## config.mk

```make
export PLATFORM = sky130hd
export DESIGN_NAME = cordic_vec
export DESIGN_NICKNAME = d
export VERILOG_FILES = /design/src/rtl/cordic_vec.sv
export SDC_FILE = /design/constraint.sdc
export NUM_CORES = 2
export LEC_CHECK = 0
export BUFFER_PORTS_ARGS = -buffer_cell sky130_fd_sc_hd__buf_2
export CAP_MARGIN = 5
export CORE_AREA = 4 4 409 411
export CTS_BUF_LIST = sky130_fd_sc_hd__clkbuf_8
export DETAILED_ROUTE_END_ITERATION = 10
export DIE_AREA = 0 0 413 415
export GPL_TIMING_DRIVEN = 1
export MAX_ROUTING_LAYER = met4
export PLACE_DENSITY = 0.65
export SYNTH_ARGS = -nofsm -noshare
export SYNTH_HDL_FRONTEND = slang
export SYNTH_SLANG_ARGS = --single-unit
```

## constraint.sdc

```tcl
create_clock -name clk_i -period 4.7 [get_ports clk_i]
set_input_delay 0.94 -clock clk_i [delete_from_list [all_inputs] [get_ports clk_i]]
set_output_delay 0.94 -clock clk_i [all_outputs]
set_load 0.02 [all_outputs]
```

## src/rtl/cordic_vec.sv

```systemverilog
// Pipelined vectoring-mode CORDIC: converts signed I/Q into a 32-bit phase (2^32 = 2*pi) and a magnitude.
// Define CORDIC_VEC_MAG_COMP_EN to add a 1/K gain-compensation stage (latency STAGES+3 instead of STAGES+2).
module cordic_vec #(
  parameter int IN_W   = 16,
  parameter int GUARD  = 4,
  parameter int STAGES = 16
) (
  input  logic                   clk_i,
  input  logic                   rst_i,
  input  logic                   valid_i,
  input  logic signed [IN_W-1:0] i_i,
  input  logic signed [IN_W-1:0] q_i,
  output logic [31:0]            phase_o,
  output logic [IN_W:0]          mag_o,
  output logic                   valid_o
);

  localparam int W = IN_W + GUARD + 2;

  // atan(2^-k) scaled so that 2^32 corresponds to one full turn
  function automatic logic [31:0] atan_lut(input int k);
    logic [31:0] a;
    case (k)
      0:       a = 32'h2000_0000;
      1:       a = 32'h12E4_051E;
      2:       a = 32'h09FB_385B;
      3:       a = 32'h0511_11D4;
      4:       a = 32'h028B_0D43;
      5:       a = 32'h0145_D7E1;
      6:       a = 32'h00A2_F61E;
      7:       a = 32'h0051_7C55;
      8:       a = 32'h0028_BE53;
      9:       a = 32'h0014_5F2F;
      10:      a = 32'h000A_2F98;
      11:      a = 32'h0005_17CC;
      12:      a = 32'h0002_8BE6;
      13:      a = 32'h0001_45F3;
      14:      a = 32'h0000_A2FA;
      15:      a = 32'h0000_517D;
      default: a = 32'h0000_0000;
    endcase
    return a;
  endfunction

  logic signed [W-1:0] x_pipe [0:STAGES];
  logic signed [W-1:0] y_pipe [0:STAGES];
  logic signed [31:0]  z_pipe [0:STAGES];
  logic [STAGES:0]     v_pipe;

  logic signed [W-1:0] x_next [0:STAGES-1];
  logic signed [W-1:0] y_next [0:STAGES-1];
  logic signed [31:0]  z_next [0:STAGES-1];

  // Pre-rotation folds the left half-plane onto the right one; W has headroom so -2^(IN_W-1) negates cleanly
  logic signed [W-1:0] i_sh;
  logic signed [W-1:0] q_sh;
  logic                i_neg;
  logic signed [W-1:0] x_pre;
  logic signed [W-1:0] y_pre;
  logic signed [31:0]  z_pre;

  assign i_sh  = W'(i_i) <<< GUARD;
  assign q_sh  = W'(q_i) <<< GUARD;
  assign i_neg = i_i[IN_W-1];
  assign x_pre = i_neg ? -i_sh : i_sh;
  assign y_pre = i_neg ? -q_sh : q_sh;
  // The quadrant base is carried in z from the start; the sum base + z is the same modulo 2^32
  assign z_pre = i_neg ? 32'sh8000_0000 : 32'sh0000_0000;

  generate
    for (genvar gi = 0; gi < STAGES; gi++) begin : g_stage
      localparam logic signed [31:0] ANG = atan_lut(gi);
      logic y_neg;
      assign y_neg = y_pipe[gi][W-1];
      assign x_next[gi] = y_neg ? x_pipe[gi] - (y_pipe[gi] >>> gi)
                                : x_pipe[gi] + (y_pipe[gi] >>> gi);
      assign y_next[gi] = y_neg ? y_pipe[gi] + (x_pipe[gi] >>> gi)
                                : y_pipe[gi] - (x_pipe[gi] >>> gi);
      assign z_next[gi] = y_neg ? z_pipe[gi] - ANG : z_pipe[gi] + ANG;
    end
  endgenerate

  always_ff @(posedge clk_i) begin
    x_pipe[0] <= x_pre;
    y_pipe[0] <= y_pre;
    z_pipe[0] <= z_pre;
    for (int k = 0; k < STAGES; k++) begin
      x_pipe[k+1] <= x_next[k];
      y_pipe[k+1] <= y_next[k];
      z_pipe[k+1] <= z_next[k];
    end
  end

  always_ff @(posedge clk_i or posedge rst_i) begin
    if (rst_i) begin
      v_pipe <= '0;
    end else begin
      v_pipe <= {v_pipe[STAGES-1:0], valid_i};
    end
  end

  logic [IN_W:0] mag_raw;
  logic [31:0]   ph_last;
  logic [IN_W:0] mag_last;
  logic          v_last;

  assign mag_raw = x_pipe[STAGES][GUARD+IN_W:GUARD];

`ifdef CORDIC_VEC_MAG_COMP_EN
  localparam logic [15:0] INV_GAIN = 16'h9B75;

  logic [31:0]      ph_mid;
  logic [IN_W:0]    mag_mid;
  logic             v_mid;
  logic [IN_W+16:0] prod;

  always_ff @(posedge clk_i) begin
    ph_mid  <= z_pipe[STAGES];
    mag_mid <= mag_raw;
  end

  always_ff @(posedge clk_i or posedge rst_i) begin
    if (rst_i) begin
      v_mid <= 1'b0;
    end else begin
      v_mid <= v_pipe[STAGES];
    end
  end

  assign prod     = (IN_W+17)'(mag_mid) * (IN_W+17)'(INV_GAIN);
  assign ph_last  = ph_mid;
  assign mag_last = prod[IN_W+16:16];
  assign v_last   = v_mid;

  logic unused_bits;
  assign unused_bits = ^{x_pipe[STAGES][W-1], x_pipe[STAGES][GUARD-1:0], y_pipe[STAGES], prod[15:0]};
`else
  assign ph_last  = z_pipe[STAGES];
  assign mag_last = mag_raw;
  assign v_last   = v_pipe[STAGES];

  logic unused_bits;
  assign unused_bits = ^{x_pipe[STAGES][W-1], x_pipe[STAGES][GUARD-1:0], y_pipe[STAGES]};
`endif

  // Results only move when a valid slot emerges, so they hold through gaps
  always_ff @(posedge clk_i or posedge rst_i) begin
    if (rst_i) begin
      valid_o <= 1'b0;
      phase_o <= '0;
      mag_o   <= '0;
    end else begin
      valid_o <= v_last;
      if (v_last) begin
        phase_o <= ph_last;
        mag_o   <= mag_last;
      end
    end
  end

endmodule

```

==> qor.txt <==
Core box area -> 0.164 mm²
Outcome -> finished clean
Commonest non-fill, non-tap cell in the layout -> ha_1
Worst-margin pin slew -> 1.06 ns
Layout Skew -> 0.0601 ns
Top achievable clock speed -> 234 MHz
Largest net degree at the start of global routing -> 50
CP Cell Sequence -> nor3_1 -> nor4b_1 -> a21oi_1 -> xnor2_1 -> ha_1 -> and2_1 -> a221oi_1 -> nand2_1 -> a21oi_1 -> o31ai_1 -> or4_1 -> a31o_2 -> a21oi_1 -> xnor2_1
Leading area contributor after synthesis -> dfxtp_1
Initial core utilization -> 0.497
Nets@finish -> 10.8k
Ratio of cells with drive above 1 in the final layout -> 0.0668
Top area cells in the synthesized netlist -> dfxtp_1, ha_1, xnor2_1
CP Launch Type -> register
Crit path time final -> 4.28 ns
Max-Cap Viols -> 0
Die Area -> 0.171 mm²
Sequential element share of the synthesized area -> 0.294
Area fraction of the dominant cell type after synthesis -> 0.274
Die Ht -> 415 µm
Setup CP Type -> register to register
DP Wirelength -> 160000 µm
Number of buffers added on ports -> 83
Final ANT Viol Nets -> 0
Post-route DRC -> 0
Via count -> 66.0k
Clock sinks -> 1183
Mapped cell area -> 0.0815 mm²
Initial antenna violation count -> 5
Routability Congestion -> 0.922
RSZ-0062 raised after global routing -> no
Crit path max fanout -> 7
DR vias/cell -> 5.55
Slew Viols, Final -> 0
Ports -> 85
Area growth syn-to-layout -> 9.72%
CTS tree -> built
Htree depth -> 4
Util after Layout -> 0.545
Per-instance average area after synthesis -> 8.75 µm²
Hold/Removal Path Class -> input port to register
Post-CTS setup buffer count -> 0
Final setup fails -> 0
Arrival time worst endpoint -> 5.15 ns
Synth warn -> 0
1st-iter DRT viols -> 3921
Dominant synthesized flop cell -> dfxtp_1
Seq cells post-synth -> 1183
Clock transition at path regs -> 0.07 ns
Clk_lat worst skew -> 0.95 ns
Row cnt -> 149
Clk buf depth -> 3
GRT overflow -> 0
Setup TNS -> 0 ns
Ys async rst share -> 0.0558
Die X -> 413 µm
Slowest-stage cell, CP -> nor4b_1
CP max stage delay -> 0.63 ns
Final wirelength -> 199000 µm
Multi-input logic area -> 0.0553 mm²
Most frequent cells in the layout -> ha_1, dfxtp_1, a21oi_1
Register Area -> 0.0240 mm²
WL/cell -> 16.7 µm
CP Data Required Time -> 5.57 ns
Post-route clock period utilization -> 0.911
Fin. Hold Viols -> 0
GRT Total Usage -> 0.233
Setup crit end kind -> register
Netlist cell types -> 85
Worst path most repeated cell -> a21oi_1
First-pass GRT wire length -> 325000 µm
Drt first pass iters -> 6
Post-synth EDFFs -> 0
Cells after synthesis -> 9324
TritonCTS buffer count -> 205
# fillers -> 15.2k
Root Driver -> clkbuf_8
Slew HR -> 0.296
Vias in the first global route -> 64.2k
==> flip-flops by register name, indices dropped and copies added, names as in the netlist <==
signal   cells
valid_o      1
phase_o     31
mag_o       17
y_pipe     323
x_pipe     355
z_pipe     439
v_pipe      17
==> metal layers <==
layer,wire length (µm),vias to the layer above,GRT usage
met5,0,-,-
met4,7570,0,0.0866
met3,8210,396,0.0299
met2,90000,1375,0.373
met1,92900,30600,0.301
li1,-,33700,-
==> critical path: cells and delay by family (launching register included) <==
kind,cells,cell delay (ns)
and+or+nand+nor,5,1.81
AOI/OAI and AO/OA,6,1.35
DFF,1,0.39
adders and majority gates,1,0.36
xor gates and xnor gates,2,0.29
==> final timing paths <==
kind                                       startpoint                       to  slack [ns]  depth (start not counted)
worst min register to register   z_pipe[3][1]$_DFF_P_     z_pipe[4][1]$_DFF_P_        0.33                          0
min in group asynchronous                       rst_i  phase_o[30]$_DFFE_PP0P_        0.61                          3
worst min-delay path                           q_i[0]     y_pipe[0][4]$_DFF_P_        0.12                          1
worst max register to register  y_pipe[0][94]$_DFF_P_    x_pipe[5][21]$_DFF_P_        0.42                         14
worst max-delay path            y_pipe[0][94]$_DFF_P_    x_pipe[5][21]$_DFF_P_        0.42                         14
max in group asynchronous                       rst_i    mag_o[16]$_DFFE_PP0P_        3.19                          4
==> metrics by stage <==
stage | cell area, µm² | std cells | setup slack (ns) | hold WS (ns)
CTS | 89400 | 11900 | 0.442 | 0.00424
global placement | 84700 | 11500 | 0.575 | 0.314
detailed placement | 84700 | 11500 | 0.496 | 0.312
finish | 89500 | 11900 | 0.420 | 0.120
floorplan | 81500 | 9326 | 0.638 | 0.310
global route | 89500 | 11900 | 0.0715 | 0.0304
==> what timing repair did <==
item,4_1_cts,5_1_grt
resized for setup,0,1
endpoints found under the setup margin,0,1
hold endpoints to repair,31,0
hold buffers,2,0
==> synth_stat cells, drive strengths merged, types with 69 or more instances <==
master     n
nand3    130
nor3     258
a21oi    895
nor2     790
nand4     69
mux2      72
o21bai   156
xor2     425
clkbuf   123
nor2b    147
o21ai    443
xnor2    853
o21a     129
ha      1146
and3      86
inv      456
nand2    457
a31oi    101
a21o     357
nand2b   174
dfxtp   1117
==> area by class of cell <==
class,count,area share
multi-input combinational,7540,0.618
inverter,458,0.0192
tap,2189,0.0306
clock buffer,250,0.0385
timing repair buffer,152,0.0106
clock inverter,127,0.0146
sequential,1183,0.269
antenna,6,0.000168
==> cell families after synthesis <==
| logic type | share of synthesized area |
|---|---|
| other | 0.0000460 |
| adder cells (fa/ha/maj) | 0.185 |
| flip-flops | 0.294 |
| XOR/XNOR | 0.137 |
| multiplexers | 0.0126 |
| AND/OR/NAND/NOR | 0.143 |
| AO/OA/AOI/OAI | 0.200 |
| buffers and inverters | 0.0279 |
Power is left out: the tool's default activity adds up to more than one toggle a clock period on the data nets, which glitch-free logic cannot reach.
